## config.mk

```make
export PLATFORM = sky130hd
export DESIGN_NAME = comb_always_rr_arbiter
export DESIGN_NICKNAME = d
export VERILOG_FILES = /design/src/rtl/comb_always_rr_arbiter.sv
export SDC_FILE = /design/constraint.sdc
export NUM_CORES = 1
export LEC_CHECK = 0
export CAP_MARGIN = 20
export CORE_UTILIZATION = 40
export DETAILED_ROUTE_END_ITERATION = 16
export PLACE_DENSITY_LB_ADDON = 0.3
export SYNTH_ARGS = -nofsm -noshare
export SYNTH_HDL_FRONTEND = slang
export SYNTH_SLANG_ARGS = --single-unit
export TNS_END_PERCENT = 30
```

## constraint.sdc

```tcl
create_clock -name clk -period 3.2 [get_ports clk]
set_clock_uncertainty 0.05 [all_clocks]
set_input_delay 0.32 -clock clk [delete_from_list [all_inputs] [get_ports clk]]
set_output_delay 0.32 -clock clk [all_outputs]
set_load 0.05 [all_outputs]
```

## src/rtl/comb_always_rr_arbiter.sv

```systemverilog
// comb_always_rr_arbiter: four-requester round-robin arbiter that steers the
// owner's data onto a single valid/ready output, capping each tenure at
// MAX_BURST accepted transfers. One IDLE cycle separates consecutive tenures.
// Optional feature macro: RR_ARB_LOCK_EN adds a 'lock' input that suspends
// the burst cap while high (tenure then ends only when the owner drops req).
module comb_always_rr_arbiter #(
    parameter int DATA_WIDTH = 4,
    parameter int MAX_BURST  = 4
) (
    input  logic                  clk,
    input  logic                  rst,
    input  logic [3:0]            req,
    input  logic [DATA_WIDTH-1:0] in0,
    input  logic [DATA_WIDTH-1:0] in1,
    input  logic [DATA_WIDTH-1:0] in2,
    input  logic [DATA_WIDTH-1:0] in3,
    input  logic                  out_ready,
`ifdef RR_ARB_LOCK_EN
    input  logic                  lock,
`endif
    output logic                  out_valid,
    output logic [DATA_WIDTH-1:0] out_data,
    output logic [3:0]            grant,
    output logic [1:0]            grant_idx
);

    localparam int            CW   = $clog2(MAX_BURST) + 1;
    localparam logic [CW-1:0] LAST = CW'(MAX_BURST - 1);

    typedef enum logic {IDLE, GRANT} state_t;

    state_t          state, state_nxt;
    logic [1:0]      ptr, ptr_nxt;
    logic [CW-1:0]   burst_cnt, cnt_nxt;
    logic [3:0]      grant_nxt;
    logic [1:0]      idx_nxt;

    logic [1:0]      cand;
    logic [1:0]      winner;
    logic            found;
    logic [3:0]      win_onehot;
    logic            owner_req;
    logic            xfer;
    logic            at_limit;
    logic            limit_hit;
    logic [DATA_WIDTH-1:0] mux_data;

    // Rotating-priority search: first set request starting just after ptr.
    always_comb begin
        winner = ptr;
        found  = 1'b0;
        cand   = '0;
        for (int i = 0; i < 4; i++) begin
            cand = ptr + 2'd1 + 2'(i);
            if (!found && req[cand]) begin
                winner = cand;
                found  = 1'b1;
            end
        end
    end

    // One-hot decode of the search result; zero when nothing is requesting.
    always_comb begin
        casez ({found, winner})
            3'b0??:  win_onehot = 4'b0000;
            3'b100:  win_onehot = 4'b0001;
            3'b101:  win_onehot = 4'b0010;
            3'b110:  win_onehot = 4'b0100;
            3'b111:  win_onehot = 4'b1000;
            default: win_onehot = 4'b0000;
        endcase
    end

    // Data steering from the current owner; output forced to 0 when not valid.
    always_comb begin
        case (grant_idx)
            2'd0:    mux_data = in0;
            2'd1:    mux_data = in1;
            2'd2:    mux_data = in2;
            2'd3:    mux_data = in3;
            default: mux_data = in0;
        endcase
    end

    assign owner_req = req[grant_idx];
    assign out_valid = (state == GRANT) && owner_req;
    assign out_data  = out_valid ? mux_data : '0;
    assign xfer      = out_valid && out_ready;
    // Counter sits at LAST once the final allowed transfer is pending
    // (and stays there while locked).
    assign at_limit  = (burst_cnt >= LAST);

`ifdef RR_ARB_LOCK_EN
    assign limit_hit = at_limit && !lock;
`else
    assign limit_hit = at_limit;
`endif

    // Next-state and registered-output logic for the IDLE/GRANT FSM.
    always_comb begin
        state_nxt = state;
        ptr_nxt   = ptr;
        cnt_nxt   = burst_cnt;
        grant_nxt = grant;
        idx_nxt   = grant_idx;
        case (state)
            IDLE: begin
                if (found) begin
                    state_nxt = GRANT;
                    idx_nxt   = winner;
                    grant_nxt = win_onehot;
                    cnt_nxt   = '0;
                end
            end
            GRANT: begin
                if (!owner_req || (xfer && limit_hit)) begin
                    state_nxt = IDLE;
                    ptr_nxt   = grant_idx;
                    grant_nxt = 4'b0000;
                end else if (xfer && !at_limit) begin
                    cnt_nxt = burst_cnt + 1'b1;
                end
            end
            default: begin
                state_nxt = IDLE;
                grant_nxt = 4'b0000;
            end
        endcase
    end

    // State registers; reset drops any in-flight tenure immediately.
    always_ff @(posedge clk or posedge rst) begin
        if (rst) begin
            state     <= IDLE;
            ptr       <= 2'd3;
            burst_cnt <= '0;
            grant     <= 4'b0000;
            grant_idx <= 2'd0;
        end else begin
            state     <= state_nxt;
            ptr       <= ptr_nxt;
            burst_cnt <= cnt_nxt;
            grant     <= grant_nxt;
            grant_idx <= idx_nxt;
        end
    end

endmodule

```

Word-level counts from Yosys, hierarchy flattened
Index checks and enable logic that the tools add are counted.

Order comparisons: 6. Reductions and logical operators: 18. Add/subtract/negate cells: 5. Muxes and demuxes: 31. Eq/ne operators: 11. Bitwise operators: 2.

Operators with widths (number): one-hot mux 4 bit (5 select lines) (1); one-hot mux 4 bit (4 select lines) (1); less-than comparator 2 x 3 -> 1 bit, second input constant (5); equality test 3 bit, second input constant (4); two-way mux 4 bit (3); two-way mux 1 bit (11); binary-select mux 1 bit (select 2 bit) (5); two-way mux 3 bit (3); two-way mux 2 bit (4); one-hot mux 4 bit (2 select lines) (1); logical AND 1 bit (7); one-hot mux 3 bit (2 select lines) (1); AND reduction 2 bit (3); zero test 1 bit (5); adder 2 x 1 -> 2 bit, second input constant (2); adder 2 bit, second input constant (2); equality test 2 bit, second input constant (2); inequality test 2 x 1 -> 1 bit, second input constant (2); inequality test 2 bit, second input constant (2); adder 3 x 1 -> 3 bit, second input constant (1); greater-or-equal comparator 3 x 2 -> 1 bit, second input constant (1); AND reduction 3 bit (1); equality test 2 x 1 -> 1 bit, second input constant (1); zero test 2 bit (1); other kinds (3) (4).

Logic and storage cells: 78. Flip-flop bits (word level): 12. Output and inout bits: 11. Bits of input ports: 23.

Depth between registers and ports, before layout
Gate-level depths: netlist of the first run.

Word-level depth: 17. Gate-level depth with buffers: 6. Depth with buffers taken out: 6.

Worst setup path after synthesis of the first run
No wires, ideal clock.

Path kind: register to output. Start: register grant_idx[0]. End: output out_valid. Path buffers: 1. Cell stages (with the launch flop): 5. Data required time: 2.830 ns. Setup slack: 1.126 ns. Data arrival time: 1.704 ns. Cells stage by stage: dfrtp_1 -> buf_6 -> mux4_2 -> nand2_1 -> inv_1.

Word-level cells in the longest chain between the ends: 3.

Ends and longest elaborated chain: from (decl) (line 24) `output logic [1:0] grant_idx`; from (signal assigned) (line 144) `grant_idx <= idx_nxt;`; binary-select mux 1 bit (select 2 bit) (line 85) `assign owner_req = req[grant_idx];`; two-way mux 1 bit (not written as such) (line 85); logical AND 1 bit (line 86) `assign out_valid = (state == GRANT) && owner_req;`; to (decl) (line 21) `output logic out_valid,`.

No other way between the ends. The select of a mux whose other input is x is not followed.

Worst setup path in the final report of the first run
Start: register grant_idx[0]. End: output out_data[0].

Word-level cells in the longest chain between the ends: 4. Elaborated cells between the ends (all ways): 9. Classes of those cells: eq/ne: 3; mux: 4; reduce/logical: 2.

Ends and longest elaborated chain: binary-select mux 1 bit (select 2 bit) (line 85); two-way mux 1 bit (not written as such) (line 85); logical AND 1 bit (line 86); two-way mux 4 bit * (line 87) `assign out_data = out_valid ? mux_data : '0;`; to (decl) (line 22) `output logic [DATA_WIDTH-1:0] out_data,`.

Mark *: on every way between the ends. The rest lies on a longest branch, timed or not. The select of a mux whose other input is x is not followed.

==> results of run 1 <==
[path summary, 6_finish.rpt]
path / from / endpoint / slack, ns / cells past startpoint
max: grant_idx[0]$_DFFE_PP0P_ / out_data[0] / 0.44 / 3
max in group asynchronous: rst / ptr[1]$_DFFE_PP1P_ / 2.48 / 2
min: rst / burst_cnt[0]$_DFFE_PP0P_ / 0.29 / 2
min in group clk: burst_cnt[0]$_DFFE_PP0P_ / burst_cnt[0]$_DFFE_PP0P_ / 0.47 / 1
min reg2reg: burst_cnt[0]$_DFFE_PP0P_ / burst_cnt[0]$_DFFE_PP0P_ / 0.47 / 1
max reg2reg: burst_cnt[0]$_DFFE_PP0P_ / ptr[1]$_DFFE_PP1P_ / 1.31 / 6
[stage by stage]
step	hold WS (ns)	setup WS, ns	util	cells	power [mW]
finish	0.289	0.438	0.658	130	1.13
CTS	0.295	0.412	0.658	130	1.14
floorplan	0.133	1.13	-	70	0.813
detailed placement	0.463	0.489	0.638	126	1.02
global route	0.364	0.369	0.658	130	1.19
global placement	0.443	0.534	0.638	126	1.00
[cell families (layout without fill, tap and decap cells)]
logic type,Yosys count,count (layout),share of synthesized area
compound gates,14,14,0.153
fa+ha+maj,2,2,0.0309
mux,10,10,0.231
buf+inv,9,44,0.0509
simple gates,23,23,0.160
flops,12,12,0.373
[cell type report]
class / count / area [um^2]
fillers: 153 / 623
multi-input cells: 49 / 467
repair buffers: 34 / 338
flip-flops and latches: 12 / 303
clock buffers: 4 / 36.3
well taps: 25 / 31.3
inverters: 6 / 22.5
[layout by cell type (no fill, tap or decap)]
cell,instances
a211oi_1,1
a21o_1,1
a21oi_1,2
a32o_1,3
a32o_2,1
and3_2,4
and3b_1,2
buf_4,1
clkbuf_4,3
clkbuf_8,1
clkdlybuf4s50_1,33
dfrtp_1,10
dfstp_2,2
ha_1,2
inv_1,5
inv_2,1
mux2_4,2
mux2i_1,3
mux4_1,4
mux4_2,1
nand2_1,6
nand2b_1,2
nor2_1,3
nor2b_1,3
nor3_1,1
o21ai_0,2
o21ai_4,1
o31ai_1,2
o41ai_2,1
or3_1,2
[routing by layer]
metal,wire length [um],part of all wire
met5,0,0
met4,21,0.012
met3,31,0.017
met2,887,0.49
met1,875,0.48
[flip-flops by register name, summed over array words and instances, names as in the netlist]
name       count
burst_cnt      3
grant          4
grant_idx      2
ptr            2
state          1
[power by group]
part           total, mW  switching (mW)  internal [mW]
Combinational      0.700           0.387          0.313
Clock              0.118          0.0484         0.0692
Sequential         0.310          0.0886          0.222
[worst register-to-register path: stages, from the launching register on]
cell      delay [ns]
dfrtp_1         0.41
ha_1            0.22
ha_1            0.18
a211oi_1        0.24
nor2b_1         0.15
o21ai_4         0.26
mux2_4          0.32
==> results.cfg, run 1 <==
[clocking]
cts_resized = 0
max-clock-path-buffers = 2
worstSkewPairLatency_ns = 0.27
clkTransAtPathRegs_ns = 0.07
cts_setup_buffers = 0
tritoncts = built
hold_buffers = 0
h-tree-depth = 1
cts_buffers = 3
cts_sinks = 12
cts-root-buf = clkbuf_4

[placement]
port_buffers = 33
dpl_cell_area_mm2 = 0.00116
gp_congestion = 0.726
dp_hpwl_mm = 1.47

[synth]
synth_nets = 95
ys_top_cells_by_area = dfrtp_1 (31%), mux4_1 (13%), dfstp_2 (6.5%), a32o_1 (3.7%), mux2i_1 (3.7%)
ys_seq_area_frac = 0.373
syn_area_um2 = 811
syn-mean-instance-area_um2 = 11.6
synth-async-reset-ratio = 1.00
syn_inst = 70
synth_warnings = 0
synthFlopType = dfrtp_1
synth_common_cells = dfrtp_1 (10), nand2_1 (6), inv_1 (5), and3_2 (4), mux4_1 (4)
synth_cell_types = 28
synth-edff-count = 0
yosysTopAreaCell = dfrtp_1
synth.most_common_cell = dfrtp_1
synth_top_area_share = 0.309
synth-seq-cells = 12

[floorplanning]
start_util = 0.445
std_cell_rows = 15
die_w_um = 47.0
num_io_pins = 34
fp.dieH_um = 47.0
core_area_mm2 = 0.00182
fp.dieArea_mm2 = 0.00221

[status]
status = completed

[power_and_ir_drop]
powerDensity_mw_per_mm2 = 942
total_leakage_power_nw = 0.529
vdd_ir_drop_max_uv = 508

[worst_setup_path]
cp_cell_sequence = mux4_2 -> and3_2 -> clkdlybuf4s50_1
crit_slowest_cell = clkdlybuf4s50_1
critPathMaxStageDelay_ns = 0.71
cp.arrival_ns = 2.39
critical_path.top_delay_family = buffers and inverters
endpoint_kind = output port
crit_type = reg2out
worst-path-max-fanout = 8
setup.worst_path.start_class = flip-flop
crit_required_ns = 2.83
crit_buf_inv = 1

[detailed_routing]
routed_wirelength_mm = 1.82
drt-pass1-iter-count = 4
drc = 0
drtAntennaViolNets = 0
dr_total_vias = 679
drt-initial-drc-count = 10
routedWlPerCell_um = 14.0
vias_per_cell = 5.22

[sta]
setup_viol = 0
hold_viol = 0
max_slew_margin = 0.653
period_share = 0.863
layout_min_cycle_time_ns = 2.76
final_max_slew_viol_count = 0
worst_pin_slew_ns = 0.519
finalSetupTns_ns = 0
max_freq_mhz = 362
rsz0062_at_grt = no

[final_layout]
drive_gt1_frac = 0.171
n_antenna_cell = 0
design_area_mm2 = 0.00120
synthToLayoutAreaGrowth_pct = 47.7
finalNetCount = 131

[grt]
use_met1 = 0.257
grt_max_degree = 14
grt_busiest_layer = met2
met2_usage = 0.308
grt_usage = 0.188
gr-usage-met3 = 0.0115
grt_pass1_vias = 638
grt_overflow = 0
grt_pass1_wl_mm = 2.82
antenna_found_initial = 0

[worst_hold_path]
hold_class = in2async

[flow_run]
maxCapViolations = 0
Note: power is estimated with default switching activity, not from simulation.
==> run 2: changes to the inputs <==
--- a/config.mk
+++ b/config.mk
@@ -8,6 +8,7 @@
 export CAP_MARGIN = 20
 export CORE_UTILIZATION = 40
 export DETAILED_ROUTE_END_ITERATION = 16
+export HOLD_SLACK_MARGIN = 0.02
 export PLACE_DENSITY_LB_ADDON = 0.3
 export SYNTH_ARGS = -nofsm -noshare
 export SYNTH_HDL_FRONTEND = slang
==> results of run 2 <==
No change in the layout: final DEF, timing and power equal those of run 1.
